**src/rtl/btb_pkg.sv**
```systemverilog
// ---------------------------------------------------------------------------
// btb_pkg
//   Shared types and helpers for the branch target buffer and its predictor
//   update unit (branch_target_buffer_fsm).
//
//   btb_pred_e           : 2-bit saturating predictor encoding.
//   BTB_PRED_INIT_*      : predictor values used when an entry is allocated.
//   BTB_PRED_REPLACE     : predictor value written on entry replacement.
//   sat_next()           : saturating next-state rule, width-agnostic up to
//                          4-bit counters; max_state bounds the counter.
// ---------------------------------------------------------------------------
package btb_pkg;

    localparam int unsigned BTB_SAT_W = 4;

    typedef enum logic [1:0] {
        STRONG_NT = 2'd0,
        WEAK_NT   = 2'd1,
        WEAK_T    = 2'd2,
        STRONG_T  = 2'd3
    } btb_pred_e;

    localparam btb_pred_e BTB_PRED_INIT_TAKEN     = STRONG_T;
    localparam btb_pred_e BTB_PRED_INIT_NOT_TAKEN = STRONG_NT;
    localparam btb_pred_e BTB_PRED_REPLACE        = WEAK_NT;

    // Saturating up/down step; the increment is widened by one bit so the
    // top state can never wrap to zero.
    function automatic logic [BTB_SAT_W-1:0] sat_next(
        input logic [BTB_SAT_W-1:0] current,
        input logic                 taken,
        input logic [BTB_SAT_W-1:0] max_state
    );
        logic [BTB_SAT_W:0] wide;
        logic [BTB_SAT_W-1:0] result;
        wide   = '0;
        result = current;
        if (taken) begin
            wide = {1'b0, current} + (BTB_SAT_W+1)'(1);
            if (wide > {1'b0, max_state}) begin
                result = max_state;
            end else begin
                result = wide[BTB_SAT_W-1:0];
            end
        end else begin
            if (current == '0) begin
                result = '0;
            end else begin
                result = current - BTB_SAT_W'(1);
            end
        end
        return result;
    endfunction

endpackage : btb_pkg

```
**src/rtl/branch_target_buffer_fsm.sv**
```systemverilog
// ---------------------------------------------------------------------------
// branch_target_buffer_fsm
//   Saturating-counter predictor update unit for the BTB. Takes the stored
//   predictor of the entry being written plus the resolved outcome and
//   produces the registered next predictor state (one cycle latency). Holds
//   no per-entry storage.
//
//   Parameters
//     COUNTER_WIDTH  predictor width in bits (1..4)
//     RESET_STATE    value of btb_fsm_new_prediction while in reset
//
//   Ports
//     btb_fsm_clk                 in   clock, rising edge
//     btb_fsm_reset_n             in   asynchronous active-low reset
//     btb_fsm_update              in   update qualifier (BTB write enable)
//     btb_fsm_branch_taken        in   resolved outcome, 1 = taken
//     btb_fsm_current_prediction  in   stored predictor of the entry
//     btb_fsm_new_prediction      out  registered next predictor state
//     btb_fsm_predict_taken       out  registered MSB of new_prediction
//     btb_fsm_mispredict          out  registered stored-MSB != outcome flag
//
//   Optional (macro BTB_FSM_STATS_EN)
//     btb_fsm_update_count        out  saturating count of update cycles
//     btb_fsm_mispredict_count    out  saturating count of mispredicts
// ---------------------------------------------------------------------------
module branch_target_buffer_fsm
    import btb_pkg::*;
#(
    parameter int unsigned COUNTER_WIDTH = 2,
    parameter int unsigned RESET_STATE   = 1
) (
    input  logic                     btb_fsm_clk,
    input  logic                     btb_fsm_reset_n,
    input  logic                     btb_fsm_update,
    input  logic                     btb_fsm_branch_taken,
    input  logic [COUNTER_WIDTH-1:0] btb_fsm_current_prediction,
    output logic [COUNTER_WIDTH-1:0] btb_fsm_new_prediction,
    output logic                     btb_fsm_predict_taken,
    output logic                     btb_fsm_mispredict
`ifdef BTB_FSM_STATS_EN
    ,
    output logic [31:0]              btb_fsm_update_count,
    output logic [31:0]              btb_fsm_mispredict_count
`endif
);

    localparam int unsigned MSB       = COUNTER_WIDTH - 1;
    localparam int unsigned MAX_STATE = (1 << COUNTER_WIDTH) - 1;

    localparam logic [COUNTER_WIDTH-1:0] RESET_PRED = COUNTER_WIDTH'(RESET_STATE);
    localparam logic [BTB_SAT_W-1:0]     MAX_PRED   = BTB_SAT_W'(MAX_STATE);

    logic [COUNTER_WIDTH-1:0] new_prediction_next;
    logic                     predict_taken_next;
    logic                     mispredict_next;
    logic [BTB_SAT_W-1:0]     sat_result;

    // Output/state registers; reset dominates any same-cycle update.
    always_ff @(posedge btb_fsm_clk or negedge btb_fsm_reset_n) begin
        if (!btb_fsm_reset_n) begin
            btb_fsm_new_prediction <= RESET_PRED;
            btb_fsm_predict_taken  <= RESET_PRED[MSB];
            btb_fsm_mispredict     <= 1'b0;
        end else begin
            btb_fsm_new_prediction <= new_prediction_next;
            btb_fsm_predict_taken  <= predict_taken_next;
            btb_fsm_mispredict     <= mispredict_next;
        end
    end

    // Next-state: saturating step on update, registered pass-through otherwise.
    always_comb begin
        sat_result          = '0;
        new_prediction_next = btb_fsm_current_prediction;
        mispredict_next     = 1'b0;

        if (btb_fsm_update) begin
            sat_result = sat_next(BTB_SAT_W'(btb_fsm_current_prediction),
                                  btb_fsm_branch_taken, MAX_PRED);
            new_prediction_next = COUNTER_WIDTH'(sat_result);
            mispredict_next     = btb_fsm_current_prediction[MSB] ^ btb_fsm_branch_taken;
        end

        predict_taken_next = new_prediction_next[MSB];
    end

`ifdef BTB_FSM_STATS_EN
    localparam logic [31:0] CNT_MAX = 32'hFFFF_FFFF;

    logic [31:0] update_count_next;
    logic [31:0] mispredict_count_next;

    // Statistics registers, cleared by reset.
    always_ff @(posedge btb_fsm_clk or negedge btb_fsm_reset_n) begin
        if (!btb_fsm_reset_n) begin
            btb_fsm_update_count     <= 32'd0;
            btb_fsm_mispredict_count <= 32'd0;
        end else begin
            btb_fsm_update_count     <= update_count_next;
            btb_fsm_mispredict_count <= mispredict_count_next;
        end
    end

    // Saturating increments; mispredicts counted on the edge that registers them.
    always_comb begin
        update_count_next     = btb_fsm_update_count;
        mispredict_count_next = btb_fsm_mispredict_count;

        if (btb_fsm_update && (btb_fsm_update_count != CNT_MAX)) begin
            update_count_next = btb_fsm_update_count + 32'd1;
        end
        if (mispredict_next && (btb_fsm_mispredict_count != CNT_MAX)) begin
            mispredict_count_next = btb_fsm_mispredict_count + 32'd1;
        end
    end
`else
    // Statistics counters are not built in this configuration.
`endif

endmodule : branch_target_buffer_fsm

```
**config.mk**
```make
export PLATFORM = sky130hd
export DESIGN_NAME = branch_target_buffer_fsm
export DESIGN_NICKNAME = d
export VERILOG_FILES = /design/src/rtl/btb_pkg.sv /design/src/rtl/branch_target_buffer_fsm.sv
export SDC_FILE = /design/constraint.sdc
export NUM_CORES = 1
export LEC_CHECK = 0
export BUFFER_PORTS_ARGS = -buffer_cell sky130_fd_sc_hd__buf_2
export CAP_MARGIN = 0
export CORE_AREA = 10 10 47 49
export CTS_BUF_LIST = sky130_fd_sc_hd__clkbuf_8
export DETAILED_ROUTE_END_ITERATION = 7
export DIE_AREA = 0 0 57 59
export SYNTH_ARGS = -nofsm -noshare
export SYNTH_HDL_FRONTEND = slang
export SYNTH_SLANG_ARGS = --single-unit
```
**constraint.sdc**
```tcl
create_clock -name btb_fsm_clk -period 0.9 [get_ports btb_fsm_clk]
set_input_delay 0.045 -clock btb_fsm_clk [delete_from_list [all_inputs] [get_ports btb_fsm_clk]]
set_output_delay 0.045 -clock btb_fsm_clk [all_outputs]
set_load 0.005 [all_outputs]
```
==> results of run 1 <==
## power breakdown
part           leakage [nW]  switching (W)  total (W)  internal (W)
combinational        0.0726      0.0000308  0.0000647     0.0000340
clock                0.0269      0.0000909   0.000381      0.000290
sequential           0.0347     0.00000270   0.000153      0.000150
total                 0.134       0.000124   0.000599      0.000475
## metrics by stage
step | cell area (sq um) | hold WS (ns) | utilization
after detailed placement | 210 | -0.157 | 0.150
after CTS | 265 | 0.108 | 0.189
final | 265 | 0.110 | 0.189
after floorplan | 153 | -0.251 | -
after global routing | 265 | 0.123 | 0.189
after global placement | 210 | -0.159 | 0.150
## cell families after synthesis
logic type | count (synthesis)
DFF | 3
AOI/OAI and AO/OA | 3
muxes | 1
and+or+nand+nor | 3
buffers and inverters | 3
xor gates and xnor gates | 1
## registers in the layout (all words and copies together) (netlist names)
signal	flops
btb_fsm_mispredict	1
btb_fsm_new_prediction	2
## worst paths after layout
| check | end | slack (ns) | cells past startpoint |
|---|---|---|---|
| min in group asynchronous | btb_fsm_new_prediction[1]$_DFF_PN0_ | 0.15 | 2 |
| max in group asynchronous | btb_fsm_new_prediction[0]$_DFF_PN1_ | 0.55 | 2 |
| worst max-delay path | btb_fsm_new_prediction[0] | 0.04 | 1 |
| worst min-delay path | btb_fsm_new_prediction[1]$_DFF_PN0_ | 0.11 | 3 |
## cell usage after synthesis
cell type / instances
inv_1: 2
nand2b_1: 1
xor2_1: 1
o221ai_1: 1
dfrtp_1: 2
dfstp_2: 1
mux2i_1: 1
and2_1: 1
o2bb2ai_1: 1
buf_4: 1
a21oi_1: 1
nand3b_1: 1
## routing by layer
metal | up-vias | GRT usage
met5 | - | 0
met4 | 0 | 0.0705
met3 | 5 | 0.0343
met2 | 14 | 0.0186
met1 | 58 | 0.0274
li1 | 72 | -
## final cells by class
type | count | area (sq um) | share of cell area
clock inverter | 1 | 3.75 | 0.0142
timing repair buffer | 10 | 55.1 | 0.208
sequential | 3 | 76.3 | 0.288
tap | 16 | 20.0 | 0.0755
inverter | 2 | 7.51 | 0.0283
multi-input combinational | 8 | 61.3 | 0.231
clock buffer | 3 | 41.3 | 0.156
==> qor.yml, run 1 <==
clock_tree:
  clock_path_buffers: 2
  cts-root-buf: "clkbuf_8"
  cts.repair.resized: 0
  cts_tree: "yes"
  numClockSinks: 3
  hold_buffers: 1
  clk_pin_slew_ns: 0.03
  htreeDepth: 1
  cts_setup_buffers: 0
  numCtsBuffers: 3
layout:
  final_common_cell: "buf_2"
  n_fill_cell: 166
  area_growth_pct: 73.8
  nNetsFinal: 34
  antennaDiodeCount: 0
  drive_gt1_frac: 0.481
  instances_no_fill: 43
  layout_common_cells: "buf_2, inv_1, clkbuf_8"
synth:
  synth_top_area_cell: "dfrtp_1"
  synthDistinctLibCells: 12
  syn-num-nets: 20
  avgSynthCellArea_sq_um: 10.9
  muxShareOfSynthArea: 0.0656
  synth_compound_area_frac: 0.148
  synth_cells: 14
  synthSimpleGateAreaFrac: 0.131
  yosysWarnings: 0
  post-synth-top-area-fraction: 0.328
  ys_seq_area_frac: 0.500
  synthTopCellsByArea: "dfrtp_1, dfstp_2, mux2i_1, o221ai_1, o2bb2ai_1"
  synthAdderAreaFrac: 0
  synth_area_sq_um: 153
  synth_top_family_by_area: "compound AO/OA/AOI/OAI gates"
  synth-xor-area-share: 0.0574
  synth_seq_cells: 3
power_and_ir_drop:
  p_total_w: 0.000599
  vdd_drop_max_mv: 0.376
  power_density_mw_per_mm2: 2260
  p_leak_nw: 0.134
critical_path:
  cpPeakStageDelay_ns: 0.50
  crit_chain: "buf_2"
  critPathLaunch: "btb_fsm_new_prediction[0]$_DFF_PN1_"
  required_ns: 0.85
  arrival_ns: 0.81
  cp_num_buf_inv: 1
  crit_path_end_kind: "primary output"
  startpoint_type: "flop"
  crit_fanout: 1
  critical_path_class: "reg -> out"
  crit_slowest_cell: "dfstp_2"
  cp_top_family: "flip-flops"
global_route:
  grt_pass1_wl_microns: 634
  overflow: 0
  grt_max_degree: 7
  grt_pass1_vias: 142
  track_usage: 0.0311
  antenna_found_initial: 0
timing:
  rsz0062_at_grt: "no"
  finalSetupViolations: 0
  setup-tns-final_ns: 0
  finalWorstSetupSlack_ns: 0.0406
  tightest_slew_ns: 0.217
  layout_min_cycle_time_ns: 0.859
  finalCritPeriodShare: 0.955
  slew_headroom: 0.855
  slew_viol_final: 0
  hold_viol_final: 0
  clock.fmax_ghz: 1.16
drt:
  highest_layer: "met4"
  wl_met2_microns: 103
  vias: 149
  first_pass_iters: 2
  via_per_inst: 3.47
  wire_per_inst_microns: 9.84
  wirelength_microns: 423
  drtAntennaViolNets: 0
  drt-met1-wl_microns: 203
  drc: 0
  wl_met3_microns: 69
  drt_iter0_drc: 1
die:
  row_count: 14
  initial_core_util: 0.109
  core_area_sq_mm: 0.00140
  dieArea_sq_mm: 0.00336
  chipHeight_microns: 59
  io_pins: 10
  die_w_microns: 57
placement:
  routabilityCongestion: 0.663
  port_buffers: 9
  placed_cells: 38
  hpwl_microns: 325
  dp_slack_ns: 0.265
worst_hold_path:
  min_path_type: "in -> reg"
  hp-start: "btb_fsm_branch_taken"
run_status:
  outcome: "finished, final reports clean"
job:
  maxCapViolations: 0
No activity file was read; power rests on OpenSTA's default activity.
==> run 2: changes to the inputs <==
--- a/config.mk
+++ b/config.mk
@@ -11,6 +11,7 @@
 export CTS_BUF_LIST = sky130_fd_sc_hd__clkbuf_8
 export DETAILED_ROUTE_END_ITERATION = 7
 export DIE_AREA = 0 0 57 59
+export RECOVER_POWER = 25
 export SYNTH_ARGS = -nofsm -noshare
 export SYNTH_HDL_FRONTEND = slang
 export SYNTH_SLANG_ARGS = --single-unit
==> qor.yml, run 2 (synthesis results as in run 1) <==
timing:
  holdWs_ns: 0.110  # unchanged
  finalSetupViolations: 0  # unchanged
  tightest_slew_ns: 0.217  # unchanged
  hold_viol_final: 0  # unchanged
  slew_viol_final: 0  # unchanged
  finalCritPeriodShare: 0.955  # about the same
  slew_headroom: 0.855  # unchanged
  rsz0062_at_grt: "no"  # unchanged
  setup-tns-final_ns: 0  # unchanged
  clock.fmax_ghz: 1.16  # about the same
  layout_min_cycle_time_ns: 0.859  # about the same
global_route:
  antenna_found_initial: 0  # unchanged
  overflow: 0  # unchanged
  grt_max_degree: 7  # unchanged
  grt_pass1_vias: 142  # unchanged
  grt_pass1_wl_microns: 634  # unchanged
  track_usage: 0.0311  # unchanged
critical_path:
  cp_top_family: "flip-flops"  # unchanged
  required_ns: 0.85  # about the same
  crit_fanout: 1  # unchanged
  arrival_ns: 0.81  # about the same
  cpPeakStageDelay_ns: 0.50  # about the same
  crit_path_end_kind: "primary output"  # unchanged
  critical_path_class: "reg -> out"  # unchanged
  cp_num_buf_inv: 1  # unchanged
  crit_slowest_cell: "dfstp_2"  # unchanged
  startpoint_type: "flop"  # unchanged
  crit_chain: "buf_2"  # unchanged
placement:
  placed_cells: 38  # unchanged
  dpl_cell_area_sq_um: 210  # unchanged
  port_buffers: 9  # unchanged
  hpwl_microns: 325  # unchanged
  routabilityCongestion: 0.663  # unchanged
die:
  row_count: 14  # unchanged
  io_pins: 10  # unchanged
  die_w_microns: 57  # unchanged
  chipHeight_microns: 59  # unchanged
  core_area_sq_mm: 0.00140  # unchanged
  initial_core_util: 0.109  # unchanged
  dieArea_sq_mm: 0.00336  # unchanged
drt:
  drtAntennaViolNets: 0  # unchanged
  wire_per_inst_microns: 9.79  # was 9.84 microns
  drt_iter0_drc: 1  # unchanged
  drc: 0  # unchanged
  via_per_inst: 3.47  # unchanged
  wirelength_microns: 421  # was 423 microns
  vias: 149  # unchanged
  first_pass_iters: 2  # unchanged
clock_tree:
  cts-root-buf: "clkbuf_8"  # unchanged
  numClockSinks: 3  # unchanged
  numCtsBuffers: 3  # unchanged
  htreeDepth: 1  # unchanged
  cts_tree: "yes"  # unchanged
  clk_pin_slew_ns: 0.03  # about the same
  clock_path_buffers: 2  # unchanged
  cts.repair.resized: 0  # unchanged
layout:
  multiInputGateArea_sq_um: 61.3  # unchanged
  reg_top3: "btb_fsm_new_prediction (2), btb_fsm_mispredict (1)"  # unchanged
  final_common_cell: "buf_2"  # unchanged
  regMostFlops: "btb_fsm_new_prediction"  # unchanged
  nNetsFinal: 34  # unchanged
  instances_no_fill: 43  # unchanged
  n_fill_cell: 167  # was 166
  layout_common_cells: "buf_2, inv_1, clkbuf_8"  # unchanged
  drive_gt1_frac: 0.444  # was 0.481
  final_area_sq_um: 264  # was 265 sq um
  antennaDiodeCount: 0  # unchanged
  area_growth_pct: 73.0  # was 73.8%
  seq_area_sq_um: 76.3  # unchanged
  largest_register_ffs: 2  # unchanged
  fin_util: 0.188  # was 0.189
job:
  maxCapViolations: 0  # unchanged
power_and_ir_drop:
  vdd_drop_max_mv: 0.376  # about the same
  p_leak_nw: 0.131  # was 0.134 nW
  power_density_mw_per_mm2: 2270  # was 2260 mW/mm^2
run_status:
  outcome: "finished, final reports clean"  # unchanged
worst_hold_path:
  min_path_type: "in -> reg"  # unchanged
run 2: layer usage:
metal | vias up | wire length, microns | global-route usage
met5 | - | 0 | 0
met4 | 0 | 47 | 0.0705
met3 | 5 | 69 | 0.0343
met2 | 14 | 103 | 0.0186
met1 | 58 | 201 | 0.0274
li1 | 72 | - | -
run 2: final timing paths:
| check | startpoint | end | slack [ns] | depth (start not counted) |
|---|---|---|---|---|
| max in group asynchronous | btb_fsm_reset_n | btb_fsm_new_prediction[0]$_DFF_PN1_ | 0.51 | 2 |
| worst min-delay path | btb_fsm_branch_taken | btb_fsm_new_prediction[1]$_DFF_PN0_ | 0.11 | 3 |
| worst max-delay path | btb_fsm_new_prediction[0]$_DFF_PN1_ | btb_fsm_new_prediction[0] | 0.04 | 1 |
| min in group asynchronous | btb_fsm_reset_n | btb_fsm_new_prediction[1]$_DFF_PN0_ | 0.16 | 2 |
run 2: metrics by stage:
| step | setup slack (ns) | total power (W) |
|---|---|---|
| 3_3_place_gp | 0.265 | 0.000215 |
| 6_report | 0.0406 | 0.000599 |
| 4_1_cts | 0.0344 | 0.000608 |
| 3_5_place_dp | 0.265 | 0.000217 |
| 5_1_grt | 0.00299 | 0.000647 |
| 2_1_floorplan | 0.354 | 0.000183 |
run 2: timing repair:
item	CTS	global route
endpoints found under the hold margin	3	0
endpoints found under the setup margin	0	0
hold buffers	1	0
setup buffers	0	0
run 2: layout make-up:
| cell class | instances | area share |
|---|---|---|
| Multi-Input combinational cell | 8 | 0.232 |
| Clock buffer | 3 | 0.156 |
| Tap cell | 16 | 0.0758 |
| Clock inverter | 1 | 0.0142 |
| Inverter | 2 | 0.0284 |
| Timing Repair Buffer | 10 | 0.204 |
| Sequential cell | 3 | 0.289 |
run 2: report_power, final:
group,internal [W],switching (W)
sequential,0.000150,0.00000270
clock,0.000290,0.0000909
combinational,0.0000333,0.0000308
==> run 3: changes to the inputs <==
--- a/config.mk
+++ b/config.mk
@@ -12,6 +12,7 @@
 export DETAILED_ROUTE_END_ITERATION = 7
 export DIE_AREA = 0 0 57 59
 export RECOVER_POWER = 25
+export SETUP_SLACK_MARGIN = 0.15
 export SYNTH_ARGS = -nofsm -noshare
 export SYNTH_HDL_FRONTEND = slang
 export SYNTH_SLANG_ARGS = --single-unit
==> qor.yml, run 3 (synthesis results as in run 1) <==
run_status:
  outcome: "finished, final reports clean"  # unchanged
power_and_ir_drop:
  power_density_mw_per_mm2: 2240  # was 2270 mW/mm^2
  p_leak_nw: 0.134  # was 0.131 nW
  vdd_drop_max_mv: 0.376  # about the same
clock_tree:
  numCtsBuffers: 3  # unchanged
  cts_setup_buffers: 0  # unchanged
  clk_pin_slew_ns: 0.03  # about the same
  cts-root-buf: "clkbuf_8"  # unchanged
  htreeDepth: 1  # unchanged
  cts_tree: "yes"  # unchanged
  clock_path_buffers: 2  # unchanged
  numClockSinks: 3  # unchanged
drt:
  wire_per_inst_microns: 9.86  # was 9.79 microns
  via_per_inst: 3.51  # was 3.47
  vias: 151  # was 149
  wirelength_microns: 424  # was 421 microns
  drt_iter0_drc: 1  # unchanged
  first_pass_iters: 2  # unchanged
  drc: 0  # unchanged
  drtAntennaViolNets: 0  # unchanged
critical_path:
  cp_num_buf_inv: 1  # unchanged
  required_ns: 0.85  # about the same
  cpPeakStageDelay_ns: 0.51  # was 0.50 ns
  cp_top_family: "flip-flops"  # unchanged
  crit_path_end_kind: "primary output"  # unchanged
  crit_slowest_cell: "dfstp_2"  # unchanged
  crit_fanout: 1  # unchanged
  arrival_ns: 0.81  # about the same
  critical_path_class: "reg -> out"  # unchanged
  critPathLaunch: "btb_fsm_new_prediction[0]$_DFF_PN1_"  # unchanged
  crit_chain: "buf_6"  # was buf_2
  startpoint_type: "flop"  # unchanged
placement:
  port_buffers: 9  # unchanged
  dpl_cell_area_sq_um: 210  # unchanged
  placed_cells: 38  # unchanged
  hpwl_microns: 325  # unchanged
  routabilityCongestion: 0.663  # unchanged
die:
  dieArea_sq_mm: 0.00336  # unchanged
  chipHeight_microns: 59  # unchanged
  die_w_microns: 57  # unchanged
  row_count: 14  # unchanged
  initial_core_util: 0.109  # unchanged
  core_area_sq_mm: 0.00140  # unchanged
  io_pins: 10  # unchanged
timing:
  rsz0062_at_grt: "yes"  # was no
  hold_viol_final: 0  # unchanged
  tightest_slew_ns: 0.217  # about the same
  layout_min_cycle_time_ns: 0.857  # was 0.859 ns
  finalCritPeriodShare: 0.953  # was 0.955
  finalSetupViolations: 0  # unchanged
  slew_viol_final: 0  # unchanged
  setup-tns-final_ns: 0  # unchanged
  slew_headroom: 0.855  # about the same
  clock.fmax_ghz: 1.17  # was 1.16 GHz
global_route:
  antenna_found_initial: 0  # unchanged
  grt_max_degree: 7  # unchanged
  grt_pass1_wl_microns: 634  # unchanged
  grt_pass1_vias: 142  # unchanged
  overflow: 0  # unchanged
  track_usage: 0.0311  # unchanged
job:
  maxCapViolations: 0  # unchanged
worst_hold_path:
  min_path_cells: 3  # unchanged
  min_path_type: "in -> reg"  # unchanged
  whs_endpoint: "btb_fsm_new_prediction[1]$_DFF_PN0_"  # unchanged
  hp-start: "btb_fsm_branch_taken"  # unchanged
layout:
  seq_area_sq_um: 76.3  # unchanged
  largest_register_ffs: 2  # unchanged
  nNetsFinal: 34  # unchanged
  reg_top3: "btb_fsm_new_prediction (2), btb_fsm_mispredict (1)"  # unchanged
  instances_no_fill: 43  # unchanged
  area_growth_pct: 77.0  # was 73.0%
  n_fill_cell: 167  # unchanged
  regMostFlops: "btb_fsm_new_prediction"  # unchanged
  final_area_sq_um: 270  # was 264 sq um
  antennaDiodeCount: 0  # unchanged
  multiInputGateArea_sq_um: 61.3  # unchanged
  layout_common_cells: "buf_2, inv_1, clkbuf_8"  # unchanged
  final_common_cell: "buf_2"  # unchanged
  drive_gt1_frac: 0.444  # unchanged
==> run 3: cell types whose count changed in the layout (fill, tap and decap cells not counted) <==
| cell | delta |
|---|---|
| buf_2 | -1 |
| buf_6 | +1 |
==> run 3: worst max path at each step <==
stage               depth (start not counted)  slack, ns                   endpoint
CTS                                         1       0.03  btb_fsm_new_prediction[0]
detailed placement                          1       0.27  btb_fsm_new_prediction[0]
floorplan                                   0       0.35  btb_fsm_new_prediction[0]
global placement                            1       0.27  btb_fsm_new_prediction[0]
global route                                1       0.01  btb_fsm_new_prediction[0]
finish                                      1       0.04  btb_fsm_new_prediction[0]
==> run 3: power breakdown <==
part	switching (W)	total, W	internal [W]
clock	0.0000904	0.000381	0.000290
sequential	0.00000386	0.000154	0.000151
combinational	0.0000307	0.0000689	0.0000382
==> run 3: routing by layer <==
metal,routed length [microns],up-vias,GRT usage
met5,0,-,0
li1,-,72,-
met4,47,0,0.0705
met3,63,5,0.0343
met2,105,14,0.0186
met1,206,60,0.0274
==> run 3: area by class of cell <==
class	instances	share of cell area
timing repair buffer	10	0.222
multi-input combinational	8	0.227
clock inverter	1	0.0139
tap	16	0.0741
clock buffer	3	0.153
sequential	3	0.282
inverter	2	0.0278
==> run 3: stage by stage <==
step / utilization / power [W] / hold WS, ns / worst slack (ns)
floorplan: - / 0.000183 / -0.251 / 0.354
global placement: 0.150 / 0.000215 / -0.159 / 0.265
detailed placement: 0.150 / 0.000217 / -0.157 / 0.265
CTS: 0.189 / 0.000608 / 0.108 / 0.0344
global route: 0.193 / 0.000653 / 0.123 / 0.0129
finish: 0.193 / 0.000604 / 0.110 / 0.0426
==> run 3: repair_timing <==
item                                   in CTS  in global routing
endpoints found under the hold margin       3                  0
setup endpoints to repair                   3                  4
gates resized for setup                     0                  1
hold buffers                                1                  0
